$ cat src/rtl/mem_byte_stage_if.sv
// Bundle for the memory-access stage: execute-stage request, byte-wide RAM port
// and the registered write-back result.
interface mem_byte_stage_if #(
  parameter int ADDR_W = 32
);
  logic              req_valid_i;
  logic [2:0]        read_i;
  logic [1:0]        write_i;
  logic [4:0]        wd_i;
  logic              wreg_i;
  logic [31:0]       addr_i;
  logic [31:0]       wdata_i;
  logic              stall_o;
  logic [ADDR_W-1:0] mem_addr_o;
  logic              mem_wr_o;
  logic [7:0]        mem_dout_o;
  logic [7:0]        mem_din_i;
  logic              wb_valid_o;
  logic [4:0]        wd_o;
  logic              wreg_o;
  logic [31:0]       wdata_o;

  // The stage itself.
  modport slave (
    input  req_valid_i, read_i, write_i, wd_i, wreg_i, addr_i, wdata_i, mem_din_i,
    output stall_o, mem_addr_o, mem_wr_o, mem_dout_o, wb_valid_o, wd_o, wreg_o, wdata_o
  );

  // The surrounding pipeline and RAM.
  modport master (
    output req_valid_i, read_i, write_i, wd_i, wreg_i, addr_i, wdata_i, mem_din_i,
    input  stall_o, mem_addr_o, mem_wr_o, mem_dout_o, wb_valid_o, wd_o, wreg_o, wdata_o
  );
endinterface

$ cat src/rtl/mem_byte_stage.sv
// Memory-access stage: byte-serial little-endian loads/stores over a synchronous
// byte RAM, stalling upstream while a multi-byte access is in flight.
module mem_byte_stage #(
  parameter int ADDR_W = 32
) (
  input  logic            clk,
  input  logic            rst_n,
  mem_byte_stage_if.slave bus
);

  typedef enum logic [1:0] {
    ST_IDLE  = 2'd0,
    ST_XFER  = 2'd1,
    ST_RTAIL = 2'd2,
    ST_DONE  = 2'd3
  } state_t;

  localparam logic [1:0] SZ_B = 2'd0;
  localparam logic [1:0] SZ_H = 2'd1;
  localparam logic [1:0] SZ_W = 2'd2;

  function automatic logic [7:0] byte_lane(input logic [31:0] w, input logic [1:0] idx);
    return w[{idx, 3'b000} +: 8];
  endfunction

  function automatic logic [1:0] last_index(input logic [1:0] sz);
    case (sz)
      SZ_B:    return 2'd0;
      SZ_H:    return 2'd1;
      default: return 2'd3;
    endcase
  endfunction

  function automatic logic [31:0] load_extend(input logic [31:0] w, input logic [1:0] sz,
                                              input logic sgn);
    case (sz)
      SZ_B:    return {{24{sgn & w[7]}}, w[7:0]};
      SZ_H:    return {{16{sgn & w[15]}}, w[15:0]};
      default: return w;
    endcase
  endfunction

  state_t            state_r, state_s;
  logic [1:0]        k_r;
  logic [ADDR_W-1:0] addr_r;
  logic [31:0]       wdata_r;
  logic [31:0]       data_r;
  logic              store_r;
  logic              signed_r;
  logic [1:0]        size_r;
  logic [4:0]        wd_r;
  logic              wreg_r;
  logic              rd_pend_r;
  logic [1:0]        rd_lane_r;

  logic              is_store_s;
  logic              is_load_s;
  logic              mem_op_s;
  logic [1:0]        size_s;
  logic              signed_s;
  logic              accept_s;
  logic              last_s;
  logic [1:0]        k_next_s;
  logic [31:0]       data_cur_s;
  logic              stall_s;

  logic [ADDR_W-1:0] mem_addr_r, mem_addr_s;
  logic              mem_wr_r, mem_wr_s;
  logic [7:0]        mem_dout_r, mem_dout_s;
  logic              wb_valid_r, wb_valid_s;
  logic [4:0]        wd_o_r, wd_o_s;
  logic              wreg_o_r, wreg_o_s;
  logic [31:0]       wdata_o_r, wdata_o_s;

  // Decode the incoming request; stores win over loads.
  always_comb begin
    is_store_s = (bus.write_i != 2'b00);
    is_load_s  = 1'b0;
    size_s     = SZ_B;
    signed_s   = 1'b0;
    if (is_store_s) begin
      case (bus.write_i)
        2'b01:   size_s = SZ_B;
        2'b10:   size_s = SZ_H;
        default: size_s = SZ_W;
      endcase
    end else begin
      case (bus.read_i)
        3'b001: begin is_load_s = 1'b1; size_s = SZ_B; signed_s = 1'b1; end
        3'b010: begin is_load_s = 1'b1; size_s = SZ_H; signed_s = 1'b1; end
        3'b011: begin is_load_s = 1'b1; size_s = SZ_W; end
        3'b100: begin is_load_s = 1'b1; size_s = SZ_B; end
        3'b101: begin is_load_s = 1'b1; size_s = SZ_H; end
        default: is_load_s = 1'b0;
      endcase
    end
    mem_op_s = is_store_s | is_load_s;
    accept_s = (state_r == ST_IDLE) & bus.req_valid_i & mem_op_s;
    last_s   = (k_r == last_index(size_r));
    k_next_s = k_r + 2'd1;
  end

  // State register.
  always_ff @(posedge clk or negedge rst_n) begin
    if (!rst_n) begin
      state_r <= ST_IDLE;
    end else begin
      state_r <= state_s;
    end
  end

  // Next-state logic.
  always_comb begin
    state_s = state_r;
    case (state_r)
      ST_IDLE: begin
        if (accept_s) state_s = ST_XFER;
        else          state_s = ST_IDLE;
      end
      ST_XFER: begin
        if (last_s) state_s = store_r ? ST_DONE : ST_RTAIL;
        else        state_s = ST_XFER;
      end
      ST_RTAIL: state_s = ST_DONE;
      ST_DONE:  state_s = ST_IDLE;
      default:  state_s = ST_IDLE;
    endcase
  end

  // Output logic: combinational stall plus next values for the registered outputs.
  always_comb begin
    stall_s    = (accept_s | (state_r == ST_XFER) | (state_r == ST_RTAIL)) & rst_n;
    data_cur_s = data_r;
    if (rd_pend_r) data_cur_s[{rd_lane_r, 3'b000} +: 8] = bus.mem_din_i;
    else           data_cur_s = data_r;
    mem_addr_s = '0;
    mem_wr_s   = 1'b0;
    mem_dout_s = 8'h00;
    wb_valid_s = 1'b0;
    wd_o_s     = 5'd0;
    wreg_o_s   = 1'b0;
    wdata_o_s  = 32'h0000_0000;
    case (state_r)
      ST_IDLE: begin
        if (accept_s) begin
          mem_addr_s = bus.addr_i[ADDR_W-1:0];
          mem_wr_s   = is_store_s;
          mem_dout_s = is_store_s ? bus.wdata_i[7:0] : 8'h00;
        end else if (bus.req_valid_i) begin
          wb_valid_s = 1'b1;
          wd_o_s     = bus.wd_i;
          wreg_o_s   = bus.wreg_i;
          wdata_o_s  = bus.wdata_i;
        end else begin
          wb_valid_s = 1'b0;
        end
      end
      ST_XFER: begin
        if (!last_s) begin
          mem_addr_s = addr_r + ADDR_W'(k_next_s);
          mem_wr_s   = store_r;
          mem_dout_s = store_r ? byte_lane(wdata_r, k_next_s) : 8'h00;
        end else if (store_r) begin
          wb_valid_s = 1'b1;
          wd_o_s     = wd_r;
        end else begin
          wb_valid_s = 1'b0;
        end
      end
      ST_RTAIL: begin
        // Last byte is still on mem_din_i, so extend the merged word.
        wb_valid_s = 1'b1;
        wd_o_s     = wd_r;
        wreg_o_s   = wreg_r;
        wdata_o_s  = load_extend(data_cur_s, size_r, signed_r);
      end
      ST_DONE: wb_valid_s = 1'b0;
      default: wb_valid_s = 1'b0;
    endcase
  end

  // Request latch, byte counter and load-lane assembly.
  always_ff @(posedge clk or negedge rst_n) begin
    if (!rst_n) begin
      k_r       <= 2'd0;
      addr_r    <= '0;
      wdata_r   <= 32'h0000_0000;
      data_r    <= 32'h0000_0000;
      store_r   <= 1'b0;
      signed_r  <= 1'b0;
      size_r    <= SZ_B;
      wd_r      <= 5'd0;
      wreg_r    <= 1'b0;
      rd_pend_r <= 1'b0;
      rd_lane_r <= 2'd0;
    end else begin
      if (accept_s) begin
        k_r      <= 2'd0;
        addr_r   <= bus.addr_i[ADDR_W-1:0];
        wdata_r  <= bus.wdata_i;
        data_r   <= 32'h0000_0000;
        store_r  <= is_store_s;
        signed_r <= signed_s;
        size_r   <= size_s;
        wd_r     <= bus.wd_i;
        wreg_r   <= bus.wreg_i;
      end else begin
        if (state_r == ST_XFER) k_r <= k_next_s;
        if (rd_pend_r) data_r[{rd_lane_r, 3'b000} +: 8] <= bus.mem_din_i;
      end
      // Byte requested in XFER(k) returns next cycle into lane k.
      rd_pend_r <= (state_r == ST_XFER) & ~store_r;
      rd_lane_r <= k_r;
    end
  end

  // Registered RAM-port and write-back outputs.
  always_ff @(posedge clk or negedge rst_n) begin
    if (!rst_n) begin
      mem_addr_r <= '0;
      mem_wr_r   <= 1'b0;
      mem_dout_r <= 8'h00;
      wb_valid_r <= 1'b0;
      wd_o_r     <= 5'd0;
      wreg_o_r   <= 1'b0;
      wdata_o_r  <= 32'h0000_0000;
    end else begin
      mem_addr_r <= mem_addr_s;
      mem_wr_r   <= mem_wr_s;
      mem_dout_r <= mem_dout_s;
      wb_valid_r <= wb_valid_s;
      wd_o_r     <= wd_o_s;
      wreg_o_r   <= wreg_o_s;
      wdata_o_r  <= wdata_o_s;
    end
  end

  assign bus.stall_o    = stall_s;
  assign bus.mem_addr_o = mem_addr_r;
  assign bus.mem_wr_o   = mem_wr_r;
  assign bus.mem_dout_o = mem_dout_r;
  assign bus.wb_valid_o = wb_valid_r;
  assign bus.wd_o       = wd_o_r;
  assign bus.wreg_o     = wreg_o_r;
  assign bus.wdata_o    = wdata_o_r;

endmodule

$ cat src/flat_wrapper.sv
// flat-port wrapper written by rule: the top's interface ports become plain ports
module mem_byte_stage_flat 
#(
  parameter int ADDR_W = 32
)
  (clk, rst_n, bus_req_valid_i, bus_read_i, bus_write_i, bus_wd_i, bus_wreg_i, bus_addr_i, bus_wdata_i, bus_mem_din_i, bus_stall_o, bus_mem_addr_o, bus_mem_wr_o, bus_mem_dout_o, bus_wb_valid_o, bus_wd_o, bus_wreg_o, bus_wdata_o);
  mem_byte_stage_if #(.ADDR_W(ADDR_W)) bus_i ();
  input  logic clk;
  input  logic rst_n;
  input wire logic [$bits(bus_i.req_valid_i)-1:0] bus_req_valid_i;
  input wire logic [$bits(bus_i.read_i)-1:0] bus_read_i;
  input wire logic [$bits(bus_i.write_i)-1:0] bus_write_i;
  input wire logic [$bits(bus_i.wd_i)-1:0] bus_wd_i;
  input wire logic [$bits(bus_i.wreg_i)-1:0] bus_wreg_i;
  input wire logic [$bits(bus_i.addr_i)-1:0] bus_addr_i;
  input wire logic [$bits(bus_i.wdata_i)-1:0] bus_wdata_i;
  input wire logic [$bits(bus_i.mem_din_i)-1:0] bus_mem_din_i;
  output wire logic [$bits(bus_i.stall_o)-1:0] bus_stall_o;
  output wire logic [$bits(bus_i.mem_addr_o)-1:0] bus_mem_addr_o;
  output wire logic [$bits(bus_i.mem_wr_o)-1:0] bus_mem_wr_o;
  output wire logic [$bits(bus_i.mem_dout_o)-1:0] bus_mem_dout_o;
  output wire logic [$bits(bus_i.wb_valid_o)-1:0] bus_wb_valid_o;
  output wire logic [$bits(bus_i.wd_o)-1:0] bus_wd_o;
  output wire logic [$bits(bus_i.wreg_o)-1:0] bus_wreg_o;
  output wire logic [$bits(bus_i.wdata_o)-1:0] bus_wdata_o;
  assign bus_i.req_valid_i = bus_req_valid_i;
  assign bus_i.read_i = bus_read_i;
  assign bus_i.write_i = bus_write_i;
  assign bus_i.wd_i = bus_wd_i;
  assign bus_i.wreg_i = bus_wreg_i;
  assign bus_i.addr_i = bus_addr_i;
  assign bus_i.wdata_i = bus_wdata_i;
  assign bus_i.mem_din_i = bus_mem_din_i;
  assign bus_stall_o = bus_i.stall_o;
  assign bus_mem_addr_o = bus_i.mem_addr_o;
  assign bus_mem_wr_o = bus_i.mem_wr_o;
  assign bus_mem_dout_o = bus_i.mem_dout_o;
  assign bus_wb_valid_o = bus_i.wb_valid_o;
  assign bus_wd_o = bus_i.wd_o;
  assign bus_wreg_o = bus_i.wreg_o;
  assign bus_wdata_o = bus_i.wdata_o;
  mem_byte_stage #(.ADDR_W(ADDR_W)) u_core (.clk(clk), .rst_n(rst_n), .bus(bus_i));
endmodule
$ cat config.mk
export PLATFORM = sky130hd
export DESIGN_NAME = mem_byte_stage_flat
export DESIGN_NICKNAME = d
export VERILOG_FILES = /design/src/rtl/mem_byte_stage_if.sv /design/src/rtl/mem_byte_stage.sv /design/src/flat_wrapper.sv
export SDC_FILE = /design/constraint.sdc
export NUM_CORES = 1
export LEC_CHECK = 0
export CAP_MARGIN = 20
export CORE_ASPECT_RATIO = 0.7
export CORE_MARGIN = 3
export CORE_UTILIZATION = 45
export CTS_BUF_LIST = sky130_fd_sc_hd__clkbuf_4 sky130_fd_sc_hd__clkbuf_8
export CTS_CLUSTER_SIZE = 12
export DETAILED_ROUTE_END_ITERATION = 8
export DONT_BUFFER_PORTS = 1
export SYNTH_ARGS = -nofsm -noshare
export SYNTH_HDL_FRONTEND = slang
export SYNTH_SLANG_ARGS = --single-unit
$ cat constraint.sdc
create_clock -name clk -period 4.13 [get_ports clk]
set_clock_uncertainty 0.05 [all_clocks]
set_input_delay 0.826 -clock clk [delete_from_list [all_inputs] [get_ports clk]]
set_output_delay 0.826 -clock clk [all_outputs]
set_load 0.02 [all_outputs]
* After elaboration in Yosys (flattened, before gate mapping) *
Cells that the tools add are included.

storage, ports and cells
  input port bits = 86
  register bits after elaboration = 193
  output and inout port bits = 81
  word-level logic and storage cells = 99

cells by class
  reduce and logical (&&, ||, !) cells = 7
  add/subtract/negate cells = 3
  mux-type cells = 45
  shifts and indexed selects = 3
  equality and inequality tests = 12
  bitwise logic cells = 10

operators with widths
  cell                                                                    count
  32-bit 2-to-1 mux                                                       6
  32-bit case mux with 2 select lines                                     3
  32-bit by 2-bit adder with 32-bit output                                1
  32-bit bitwise mux                                                      1
  8-bit 2-to-1 mux                                                        4
  8-bit by 7-bit variable shift with 32-bit output, first input constant  1
  32-bit by 6-bit indexed part select with 8-bit output                   1
  8-bit by 7-bit indexed part select with 32-bit output                   1
  5-bit 2-to-1 mux                                                        4
  8-bit case mux with 2 select lines                                      1
  5-bit case mux with 3 select lines                                      1
  1-bit 2-to-1 mux                                                        14
  2-bit case mux with 2 select lines                                      3
  2-bit 2-to-1 mux                                                        4
  2-bit case mux with 4 select lines                                      1
  5-bit negation with 7-bit output                                        1
  1-bit AND                                                               6
  2-bit by 1-bit equality test with 1-bit output, second input constant   3
  2-bit equality test, second input constant                              3
  3-bit by 2-bit equality test with 1-bit output, second input constant   2
  3-bit equality test, second input constant                              2
  5-bit OR reduction                                                      1
  2-bit zero test                                                         2
  1-bit case mux with 2 select lines                                      2
  8 further kinds                                                         12

* Depth between registers and ports, before layout *
  word-level depth = 9
  gate-level depth with buffers = 10
  mapped depth without buffers = 9

* Worst setup path before layout *
Ideal clock, no wire load.

  kind = reg2reg
  start = register u_core.k_r[1]
  end = register u_core.mem_addr_r[20] (netlist: u_core.bus.mem_addr_o[20])
  arrival = 2906 ps
  cell stages (with the launch flop) = 10
  slack = 1091 ps
  path through = dfrtp_1 -> buf_1 -> xor2_1 -> inv_1 -> fa_1 -> nand3b_1 -> nor4_1 -> nand4_1 -> xor2_1 -> o21ai_0

on the way
  word-level cells in the longest chain between the ends = 4
  elaborated cells on any way between the ends = 5

ends and longest elaborated chain
  element                                   RTL line               text
  from (decl)                               mem_byte_stage.sv:44   logic [1:0] k_r;
  from (signal assigned)                    mem_byte_stage.sv:208  if (state_r == ST_XFER) k_r <= k_next_s;
  2-bit by 1-bit adder with 2-bit output    mem_byte_stage.sv:100  k_next_s = k_r + 2'd1;
  32-bit by 2-bit adder with 32-bit output  mem_byte_stage.sv:160  mem_addr_s = addr_r + ADDR_W'(k_next_s);
  32-bit 2-to-1 mux *                       mem_byte_stage.sv:159  if (!last_s) begin
  32-bit case mux with 2 select lines *     mem_byte_stage.sv:143  case (state_r)
  named net u_core.mem_addr_s[20]           mem_byte_stage.sv:67   logic [ADDR_W-1:0] mem_addr_r, mem_addr_s;
  to (signal assigned)                      mem_byte_stage.sv:228  mem_addr_r <= mem_addr_s;
  to (decl)                                 mem_byte_stage.sv:67

Mark *: on every way through the listed nets, which the timed path passes. The rest lies on a longest branch.
A chain may end at the register's enable or synchronous reset.

* Worst setup path in the final report *
  start = input bus_write_i[0]
  end = output bus_stall_o

on the way
  word-level cells in the longest chain between the ends = 7

ends and longest elaborated chain
  element                   RTL line               text
  from (decl)               flat_wrapper.sv:12     input wire logic [$bits(bus_i.write_i)-1:0] bus_write_i;
  2-bit nonzero test *      mem_byte_stage.sv:77   is_store_s = (bus.write_i != 2'b00);
  1-bit 2-to-1 mux          mem_byte_stage.sv:81   if (is_store_s) begin
  1-bit OR *                mem_byte_stage.sv:97   mem_op_s = is_store_s | is_load_s;
  1-bit AND *               mem_byte_stage.sv:98   accept_s = (state_r == ST_IDLE) & bus.req_valid_i & mem_op_s;
  1-bit OR * (2 in series)  mem_byte_stage.sv:132  stall_s = (accept_s | (state_r == ST_XFER) | (state_r == ST_RTAIL)) & rst_n;
  1-bit AND *               mem_byte_stage.sv:132
  to (decl)                 flat_wrapper.sv:18     output wire logic [$bits(bus_i.stall_o)-1:0] bus_stall_o;

Every way passes the cells marked *; elsewhere a longest branch is shown, timed or not.

==> impl_metrics.csv <==
group,metric,value,unit
placed_design,pre_cts_slack,1110,ps
cells_and_area,final_core_utilization,51.0,%
cts,cts_sinks,193,
critical_path,path_class,"primary input to primary output",
cts,cts_resized,0,
cts,cts_buffer_depth,2,
logic_synthesis,synthesis.nets,865,
logic_synthesis,syn_area_per_cell,10.5,sq um
die,io_pins,167,
cells_and_area,fill_cells,1556,
cts,h-tree-depth,4,
logic_synthesis,ys_top_cells_by_area,"dfrtp_1 59%, nand2_1 11%, o21ai_0 2.8%, a22o_1 2.6%, xor2_1 2.5%",
placed_design,dp_hpwl,14.2,mm
route,vias_per_cell,5.72,
grt,gr-total-overflow,0,
outcome,outcome,"finished with violations",
logic_synthesis,synth_area,8120,sq um
timing,fin_crit,3010,ps
die,placementRows,40,
cells_and_area,antennaDiodeCount,0,
grt,grt_pass1_vias,5852,
route,drc,0,
route,drt-total-wl,21.0,mm
timing,whs,-1.92,ps
cells_and_area,synthToLayoutAreaGrowth,9.46,%
timing,report.final.slew_viol_count,0,
die,core-area,17400,sq um
grt,grt_start_max_net_pins,195,
timing,timing_hold_violations_final,1,
logic_synthesis,synth_common_cells,"236 x nand2_1, 193 x dfrtp_1, 45 x o21ai_0",
grt,antenna_found_initial,0,
placed_design,dp.cells,974,
cts,cts_tree,"done",
route,drtPass1Iterations,5,
run,maxCapViolCount,0,
timing,finalCritPeriodShare,72.9,%
logic_synthesis,synth_flop_cell,"dfrtp_1",
critical_path,end_kind,"primary output",
cts,cts_setup_buffers,0,
timing,worst_pin_slew,1090,ps
grt,grt_usage,21.5,%
logic_synthesis,synth_top_area_share,59.5,%
grt,grt_pass1_wl,33.3,mm
logic_synthesis,synth_warnings,0,
die,fp.dieH,118,um
cts,cts_buffers,17,
die,dieWidth,167,um
route,wire_per_inst,20.9,um
cells_and_area,instances_no_fill,1006,
route,route.vias.total,5753,
worst_hold_path,hold_class,"primary input to async pin",
cells_and_area,layout.nets,856,
logic_synthesis,yosysTopAreaCell,"dfrtp_1",
die,initial_core_util,46.6,%
timing,max_freq,332,MHz
die,design.die.area,19700,sq um
timing,setup_viol,0,
timing,slew_headroom,26.7,%
cts,clk_latency,460,ps
logic_synthesis,synth_seq_cells,193,
power_and_ir_drop,leakagePower,4.26,nW
timing,rsz0062_at_grt,"false",
logic_synthesis,synth_edf_count,0,
critical_path,start_kind,"primary input",
critical_path,critPathRequiredTime,3250,ps
logic_synthesis,synth_cells,772,
critical_path,arrival,2140,ps
outcome,failed_checks,"hold timing",
route,ant_nets,0,
cts,path_clk_slew,100,ps
logic_synthesis,async_flop_share,100,%
route,first_iter_violations,548,
cts,root_buffer,"clkbuf_8",
placed_design,portBuffers,0,
logic_synthesis,post_synth_num_cell_types,47,
cells_and_area,drive_above_1_share,8.00,%
placed_design,gp_congestion,0.836,
timing,fin_setup_tns,0,ps
critical_path,cp_max_fo,30,
logic_synthesis,ys_seq_area_share,59.5,%
power_and_ir_drop,ir_worst_vdd,0.000424,V
timing,layout_setup_ws,1120,ps
power_and_ir_drop,power.density,732,nW/um^2
logic_synthesis,synthMostInstantiatedCell,"nand2_1",
==> layer usage <==
metal  GRT usage, %  part of all wire (%)  wire length [um]
met5              0                     0                 0
met3           7.96                    10              2090
met4           5.41                  0.99               207
met1           32.7                    47              9870
met2           29.1                    42              8820
==> state kept, by name (all words and copies together) (netlist names), named ones only <==
register / flops
u_core.bus.wb_valid_o: 1
u_core.state_r: 1
u_core.bus.wdata_o: 32
u_core.data_r: 32
u_core.store_r: 1
u_core.bus.mem_addr_o: 32
u_core.wd_r: 5
u_core.size_r: 2
u_core.bus.mem_wr_o: 1
u_core.rd_pend_r: 1
u_core.addr_r: 32
u_core.signed_r: 1
u_core.wreg_r: 1
u_core.rd_lane_r: 2
u_core.wdata_r: 32
u_core.bus.wreg_o: 1
u_core.k_r: 2
u_core.bus.mem_dout_o: 8
u_core.bus.wd_o: 5
==> cell type report <==
class                           count  area, sq um  share of cell area [%]
Multi-Input combinational cell    533         3120                    35.1
Tap cell                          231          289                    3.25
Clock buffer                       19          255                    2.87
Inverter                            8         30.0                   0.338
Timing Repair Buffer               10          108                    1.21
Clock inverter                     12          253                    2.84
Sequential cell                   193         4830                    54.4
==> kinds of logic after synthesis <==
family / share of synthesized area (%)
XOR/XNOR: 3.67
buffers and inverters: 2.22
AO/OA/AOI/OAI: 12.1
AND/OR/NAND/NOR: 19.1
adder cells (fa/ha/maj): 1.17
flip-flops: 59.5
multiplexers: 2.22
==> worst max-delay path: stages <==
cell	delay, ps
nor2_1	290
o21ai_0	270
and2_4	340
o31a_1	410
==> stage by stage <==
step	instance area (sq um)	total power [mW]
after floorplan	8120	4.44
after global placement	8350	4.88
after detailed placement	8350	4.95
after CTS	8860	6.50
after global routing	8890	6.94
final	8890	6.51
==> power by group <==
part	internal [mW]	switching, mW
logic	0.672	0.987
clock network	0.868	0.670
registers	2.52	0.793
total	4.06	2.45
==> path summary, 6_finish.rpt <==
check                                   startpoint                        end  slack [ps]  depth (start not counted)
worst max-delay path                bus_write_i[0]                bus_stall_o        1120                          4
worst min register to register  u_core.wdata_r[16]         u_core.wdata_r[16]         430                          2
worst max register to register       u_core.k_r[0]  u_core.bus.mem_addr_o[24]        1200                          9
max in group asynchronous                    rst_n          u_core.addr_r[17]        3730                          0
worst min-delay path                         rst_n     u_core.bus.wdata_o[29]          -2                          0
min in group clk                    bus_write_i[0]           u_core.size_r[0]         410                          1
==> cells in the final DEF, fill, tap and decap left out, drive strengths merged, types with 3 or more instances in the layout <==
cell type    n
a211o        7
a21oi        3
a221o       16
a22o        24
a22oi       16
a32o         8
and2        21
buf         10
bufinv       7
clkbuf      19
dfrtp      193
ha           6
inv         10
mux4         8
nand2      238
nand3       18
nand4       10
nor2        34
nor3         8
nor3b        3
nor4         6
o21ai       46
o22ai        3
o31ai        3
xnor2       11
xor2        23
(Power assumes the default switching activity.)
